==> config.mk <==
export PLATFORM = sky130hd
export DESIGN_NAME = fault_qualifier_flat
export DESIGN_NICKNAME = d
export VERILOG_FILES = /design/src/rtl/fault_qualifier_pkg.sv /design/src/rtl/fault_qualifier_if.sv /design/src/rtl/fault_qualifier_sync_ff.sv /design/src/rtl/fault_qualifier.sv /design/src/flat_wrapper.sv
export SDC_FILE = /design/constraint.sdc
export NUM_CORES = 1
export LEC_CHECK = 0
export ABC_AREA = 1
export ABC_CLOCK_PERIOD_IN_PS = 1800
export CAP_MARGIN = 20
export CORE_MARGIN = 3
export CORE_UTILIZATION = 24
export CTS_BUF_LIST = sky130_fd_sc_hd__clkbuf_4
export DETAILED_ROUTE_END_ITERATION = 10
export PLACE_DENSITY = 0.48
export SYNTH_ARGS = -nofsm -noshare
export SYNTH_HDL_FRONTEND = slang
export SYNTH_HIERARCHICAL = 1
export SYNTH_SLANG_ARGS = --single-unit
==> constraint.sdc <==
create_clock -name clk -period 1.8 [get_ports clk]
set_input_delay 0.18 -clock clk [delete_from_list [all_inputs] [get_ports clk]]
set_output_delay 0.18 -clock clk [all_outputs]
set_load 0.02 [all_outputs]
==> src/rtl/fault_qualifier_pkg.sv <==
// Shared types and cause encodings for the fault qualifier and its consumers.
package fault_pkg;

  typedef enum logic [1:0] {
    IDLE      = 2'd0,
    SUSPECT   = 2'd1,
    CONFIRMED = 2'd2
  } state_t;

  localparam logic [1:0] CAUSE_NONE    = 2'b00;
  localparam logic [1:0] CAUSE_PERSIST = 2'b01;
  localparam logic [1:0] CAUSE_GLITCH  = 2'b10;

endpackage

==> src/rtl/fault_qualifier_if.sv <==
// Fault qualifier bus: raw sensor input in, qualified fault status out.
// The clear pulse only exists when FAULT_CLEAR_EN is defined.
interface fault_qualifier_if #(
  parameter int GLITCH_LIMIT = 4
);
  localparam int GW = $clog2(GLITCH_LIMIT + 1);

  logic          raw_fault;
  logic          true_fault;
  logic [1:0]    fault_cause;
  logic          suspect;
  logic [GW-1:0] glitch_cnt;
`ifdef FAULT_CLEAR_EN
  logic          clear;
`endif

  modport master (
`ifdef FAULT_CLEAR_EN
    output clear,
`endif
    output raw_fault,
    input  true_fault,
    input  fault_cause,
    input  suspect,
    input  glitch_cnt
  );

  modport slave (
`ifdef FAULT_CLEAR_EN
    input  clear,
`endif
    input  raw_fault,
    output true_fault,
    output fault_cause,
    output suspect,
    output glitch_cnt
  );

endinterface

==> src/rtl/fault_qualifier_sync_ff.sv <==
// Generic multi-flop synchroniser for asynchronous sensor inputs.
module sync_ff #(
  parameter int STAGES = 2
) (
  input  logic clk,
  input  logic reset,
  input  logic d,
  output logic q
);

  logic [STAGES-1:0] r_sync;

  always_ff @(posedge clk or negedge reset) begin
    if (!reset) r_sync <= '0;
    else        r_sync <= {r_sync[STAGES-2:0], d};
  end

  assign q = r_sync[STAGES-1];

endmodule

==> src/rtl/fault_qualifier.sv <==
// Qualifies a raw fault into a sticky true_fault: sustained assertion or a glitch burst.
// Optional macro FAULT_CLEAR_EN adds a clear pulse that can leave CONFIRMED.
module fault_qualifier
  import fault_pkg::*;
#(
  parameter int SYNC_STAGES    = 2,
  parameter int CONFIRM_CYCLES = 16,
  parameter int GLITCH_LIMIT   = 4,
  parameter int WINDOW_CYCLES  = 1024
) (
  input logic               clk,
  input logic               reset,
  fault_qualifier_if.slave  bus
);

  localparam int PW = $clog2(CONFIRM_CYCLES + 1);
  localparam int GW = $clog2(GLITCH_LIMIT + 1);
  localparam int WW = $clog2(WINDOW_CYCLES);
  localparam logic [PW-1:0] CONFIRM_V = PW'(CONFIRM_CYCLES);
  localparam logic [GW-1:0] LIMIT_V   = GW'(GLITCH_LIMIT);
  localparam logic [WW-1:0] WIN_LAST  = WW'(WINDOW_CYCLES - 1);

  state_t        r_state, w_state_next;
  logic [PW-1:0] r_persist_cnt, w_persist_next, w_persist_inc;
  logic [GW-1:0] r_glitch_cnt, w_glitch_next, w_glitch_base, w_glitch_inc;
  logic [WW-1:0] r_win_cnt, w_win_next;
  logic [1:0]    r_cause, w_cause_next;
  logic          r_true_fault, r_suspect;
  logic          w_s, w_win_wrap, w_clear;

  sync_ff #(.STAGES(SYNC_STAGES)) u_sync (
    .clk   (clk),
    .reset (reset),
    .d     (bus.raw_fault),
    .q     (w_s)
  );

  always_ff @(posedge clk or negedge reset) begin
    if (!reset) begin
      r_state       <= IDLE;
      r_persist_cnt <= '0;
      r_glitch_cnt  <= '0;
      r_win_cnt     <= '0;
      r_cause       <= CAUSE_NONE;
      r_true_fault  <= 1'b0;
      r_suspect     <= 1'b0;
    end else begin
      r_state       <= w_state_next;
      r_persist_cnt <= w_persist_next;
      r_glitch_cnt  <= w_glitch_next;
      r_win_cnt     <= w_win_next;
      r_cause       <= w_cause_next;
      r_true_fault  <= (w_state_next == CONFIRMED);
      r_suspect     <= (w_state_next == SUSPECT);
    end
  end

  always_comb begin
    w_state_next   = r_state;
    w_persist_next = r_persist_cnt;
    w_glitch_next  = r_glitch_cnt;
    w_win_next     = r_win_cnt;
    w_cause_next   = r_cause;
    w_clear        = 1'b0;
`ifdef FAULT_CLEAR_EN
    w_clear        = bus.clear;
`endif
    w_win_wrap     = (r_win_cnt == WIN_LAST);
    // A glitch ending on a wrap/clear edge counts into the fresh window.
    w_glitch_base  = (w_win_wrap || w_clear) ? '0 : r_glitch_cnt;
    w_glitch_inc   = (w_glitch_base == LIMIT_V) ? LIMIT_V : w_glitch_base + 1'b1;
    w_persist_inc  = r_persist_cnt + 1'b1;

    if (r_state != CONFIRMED) begin
      w_win_next    = (w_win_wrap || w_clear) ? '0 : r_win_cnt + 1'b1;
      w_glitch_next = w_glitch_base;
    end

    case (r_state)
      IDLE: begin
        if (w_s) begin
          if (CONFIRM_CYCLES == 1) begin
            w_state_next = CONFIRMED;
            w_cause_next = CAUSE_PERSIST;
          end else begin
            w_state_next   = SUSPECT;
            w_persist_next = PW'(1);
          end
        end
      end
      SUSPECT: begin
        if (w_s) begin
          w_persist_next = w_persist_inc;
          if (w_persist_inc == CONFIRM_V) begin
            w_state_next = CONFIRMED;
            w_cause_next = CAUSE_PERSIST;
          end
        end else begin
          w_persist_next = '0;
          w_glitch_next  = w_glitch_inc;
          if (w_glitch_inc == LIMIT_V) begin
            w_state_next = CONFIRMED;
            w_cause_next = CAUSE_GLITCH;
          end else begin
            w_state_next = IDLE;
          end
        end
      end
      CONFIRMED: begin
`ifdef FAULT_CLEAR_EN
        if (bus.clear && !w_s) begin
          w_state_next   = IDLE;
          w_persist_next = '0;
          w_glitch_next  = '0;
          w_win_next     = '0;
          w_cause_next   = CAUSE_NONE;
        end
`endif
      end
      default: w_state_next = IDLE;
    endcase
  end

  assign bus.true_fault  = r_true_fault;
  assign bus.fault_cause = r_cause;
  assign bus.suspect     = r_suspect;
  assign bus.glitch_cnt  = r_glitch_cnt;

endmodule

==> src/flat_wrapper.sv <==
// flat-port wrapper written by rule: the top's interface ports become plain ports
module fault_qualifier_flat import fault_pkg::*;
#(
  parameter int SYNC_STAGES    = 2,
  parameter int CONFIRM_CYCLES = 16,
  parameter int GLITCH_LIMIT   = 4,
  parameter int WINDOW_CYCLES  = 1024
)
  (clk, reset, bus_raw_fault, bus_true_fault, bus_fault_cause, bus_suspect, bus_glitch_cnt);
  fault_qualifier_if #(.GLITCH_LIMIT(GLITCH_LIMIT)) bus_i ();
  input logic clk;
  input logic reset;
  input wire logic [$bits(bus_i.raw_fault)-1:0] bus_raw_fault;
  output wire logic [$bits(bus_i.true_fault)-1:0] bus_true_fault;
  output wire logic [$bits(bus_i.fault_cause)-1:0] bus_fault_cause;
  output wire logic [$bits(bus_i.suspect)-1:0] bus_suspect;
  output wire logic [$bits(bus_i.glitch_cnt)-1:0] bus_glitch_cnt;
  assign bus_i.raw_fault = bus_raw_fault;
  assign bus_true_fault = bus_i.true_fault;
  assign bus_fault_cause = bus_i.fault_cause;
  assign bus_suspect = bus_i.suspect;
  assign bus_glitch_cnt = bus_i.glitch_cnt;
  fault_qualifier #(.SYNC_STAGES(SYNC_STAGES), .CONFIRM_CYCLES(CONFIRM_CYCLES), .GLITCH_LIMIT(GLITCH_LIMIT), .WINDOW_CYCLES(WINDOW_CYCLES)) u_core (.clk(clk), .reset(reset), .bus(bus_i));
endmodule
==> results.json <==
{
  "clk-insertion-delay-late_ns": 0.32,
  "ys_ff_latch": 26,
  "run_status": "finished, final reports clean",
  "multi_input_area_um2": 606,
  "cap_violations": 0,
  "cp.arrival_ns": 1.90,
  "die_w_um": 80.8,
  "vias": 1075,
  "layout_commonest_cell": "nand2_1",
  "synth_warnings": 6,
  "slew_violations": 0,
  "viasPerCell": 4.17,
  "hp-class": "input pin to async pin",
  "fin_crit_ns": 1.67,
  "drt_pre_antenna_iters": 5,
  "synthDominantAreaCellType": "dfrtp_1",
  "ant_nets": 0,
  "fin_cells": 258,
  "rows": 26,
  "seq_area_um2": 651,
  "initial_core_util_pct": 25.5,
  "peakVddDrop_mv": 0.697,
  "grt.busiest_layer": "met2",
  "first_iter_violations": 36,
  "pre_cts_ws_ns": -0.00825,
  "die_area_um2": 6530,
  "clock_sinks": 26,
  "cts_tree": "yes",
  "syn_inst": 165,
  "grt_pass1_wl_um": 4770,
  "grt_use_total_pct": 9.39,
  "max_freq_mhz": 599,
  "grt_max_degree": 27,
  "io_buffers": 9,
  "wl_per_cell_um": 10.4,
  "grt_pass1_vias": 1051,
  "leakagePower_nw": 0.854,
  "crit_path_start_kind": "register",
  "fin_ws_ns": 0.131,
  "cp-end-kind": "register",
  "synth_cell_types": 21,
  "finalSetupViolations": 0,
  "holdBufCountCts": 0,
  "drive_gt1_share_pct": 19.1,
  "crit_required_ns": 2.03,
  "root_buffer": "clkbuf_4",
  "synth_area_um2": 1340,
  "core_area_um2": 5270,
  "met2_usage_pct": 14.7,
  "cts.htree.levels": 1,
  "drcViolationCount": 0,
  "clk_path_buf_depth": 2,
  "nNetsFinal": 196,
  "dp_cells": 253,
  "final_cell_mix": "nand2_1 (42), dfrtp_1 (26), inv_1 (23)",
  "fillers": 591,
  "dp_hpwl_um": 1990,
  "synthTopCellsByArea": "dfrtp_1 (48%), nand2_1 (12%), inv_1 (7.0%)",
  "seq_area_frac_synth_pct": 48.5,
  "syn_area_per_cell_um2": 8.14,
  "layout-area-overhead-vs-synth_pct": 23.0,
  "die_h_um": 80.8,
  "diodes": 0,
  "syn-num-nets": 172,
  "synth_top_area_share_pct": 48.5,
  "gr-usage-met3_pct": 2.77,
  "antenna_found_initial": 0,
  "met1_usage_pct": 12.9,
  "clock_skew_ns": 0.00429,
  "crit_fanout": 3,
  "power.density_nw_per_um2": 1420,
  "tightest_slew_ns": 0.336,
  "fin_crit_sh_pct": 92.7,
  "ioPinCount": 10,
  "slew_headroom_pct": 77.6,
  "hold_viol": 0,
  "clkTransAtPathRegs_ns": 0.14,
  "place.gp.congestion": 0.810,
  "wl_um": 2670,
  "critPathKind": "register to register",
  "cts_buffers": 3,
  "grt-ovfl-total": 0
}
power by group:
part           switching (mW)  internal, mW  total, mW
clock                   0.172        0.0812      0.253
sequential              0.152         0.785      0.937
combinational           0.657         0.501       1.16
critical path: stages, from the launching register on:
cell	delay [ns]
dfrtp_1	0.42
ha_2	0.19
nand2_1	0.07
nor2_2	0.05
nand3_2	0.09
nand2_2	0.08
ha_1	0.24
nor2_2	0.12
nand3_2	0.08
nand3_2	0.09
inv_2	0.04
nand2_2	0.07
nand2_1	0.05
timing repair:
item / in CTS / in global routing
pin swaps: 0 / 6
setup buffers: 0 / 1
cloned: 0 / 0
gates resized for setup: 2 / 8
endpoints found under the setup margin: 4 / 5
Yosys cell counts:
cell and count:
nor3_1 1, nor2_1 15, inv_2 2, xor2_1 6
nand2_2 5, nand3_2 3, dfrtp_1 26, nand4_1 2
nor3_2 1, inv_1 25, nor2_2 1, nand2_1 44
a32o_1 2, o31ai_1 1, buf_6 1, o21ai_0 6
ha_1 4, a21oi_1 1, xnor2_1 1, nand3_1 17
clkbuf_1 1
cell type report:
type | instances | area share (%)
Sequential cell | 26 | 39.4
Tap cell | 70 | 5.30
Clock buffer | 3 | 1.36
Timing Repair Buffer | 21 | 10.9
Inverter | 27 | 6.14
Clock inverter | 1 | 0.227
Multi-Input combinational cell | 110 | 36.7
path summary, 6_finish.rpt:
kind	start	endpoint	slack (ns)	cells after the start
setup / recovery	u_core/r_win_cnt[1]	u_core/bus.true_fault	0.13	12
hold / removal	reset	u_core/r_persist_cnt[2]	0.21	2
setup reg to reg	u_core/r_win_cnt[1]	u_core/bus.true_fault	0.13	12
hold reg to reg	u_core/u_sync/r_sync[0]	u_core/u_sync/r_sync[1]	0.36	0
max in group asynchronous	reset	u_core/r_win_cnt[6]	1.34	2
min in group clk	bus_raw_fault	u_core/u_sync/r_sync[0]	0.28	1
through the flow:
stage | utilization [%] | hold slack (ns) | total power [mW] | TNS [ns] | instance area (um2)
after floorplan | - | -0.116 | 1.65 | 0 | 1340
after global placement | 30.1 | 0.332 | 2.08 | 0 | 1590
after detailed placement | 30.1 | 0.336 | 2.08 | -0.0176 | 1590
after CTS | 30.8 | 0.212 | 2.35 | 0 | 1620
after global routing | 31.3 | 0.212 | 2.59 | -0.0294 | 1650
final | 31.3 | 0.213 | 2.35 | 0 | 1650
kinds of logic after synthesis:
logic type | count (synthesis) | share of synthesized area (%)
flip-flops | 26 | 48.5
AND/OR/NAND/NOR | 89 | 29.9
adder cells (fa/ha/maj) | 4 | 3.73
buffers and inverters | 29 | 8.67
AO/OA/AOI/OAI | 10 | 4.66
XOR/XNOR | 7 | 4.57
metal layers:
layer | vias up | wire (um)
met5 | - | 0
met1 | 497 | 1380
met3 | 2 | 73
li1 | 561 | -
met2 | 15 | 1190
met4 | 0 | 35
flip-flops by register name, summed over array words and instances (netlist names):
| signal | flops |
|---|---|
| u_core/u_sync/r_sync | 2 |
| u_core/bus.fault_cause | 2 |
| u_core/bus.suspect | 1 |
| u_core/r_persist_cnt | 5 |
| u_core/bus.glitch_cnt | 3 |
| u_core/r_win_cnt | 10 |
| u_core/r_state | 2 |
| u_core/bus.true_fault | 1 |
No activity file was read; power rests on OpenSTA's default activity.
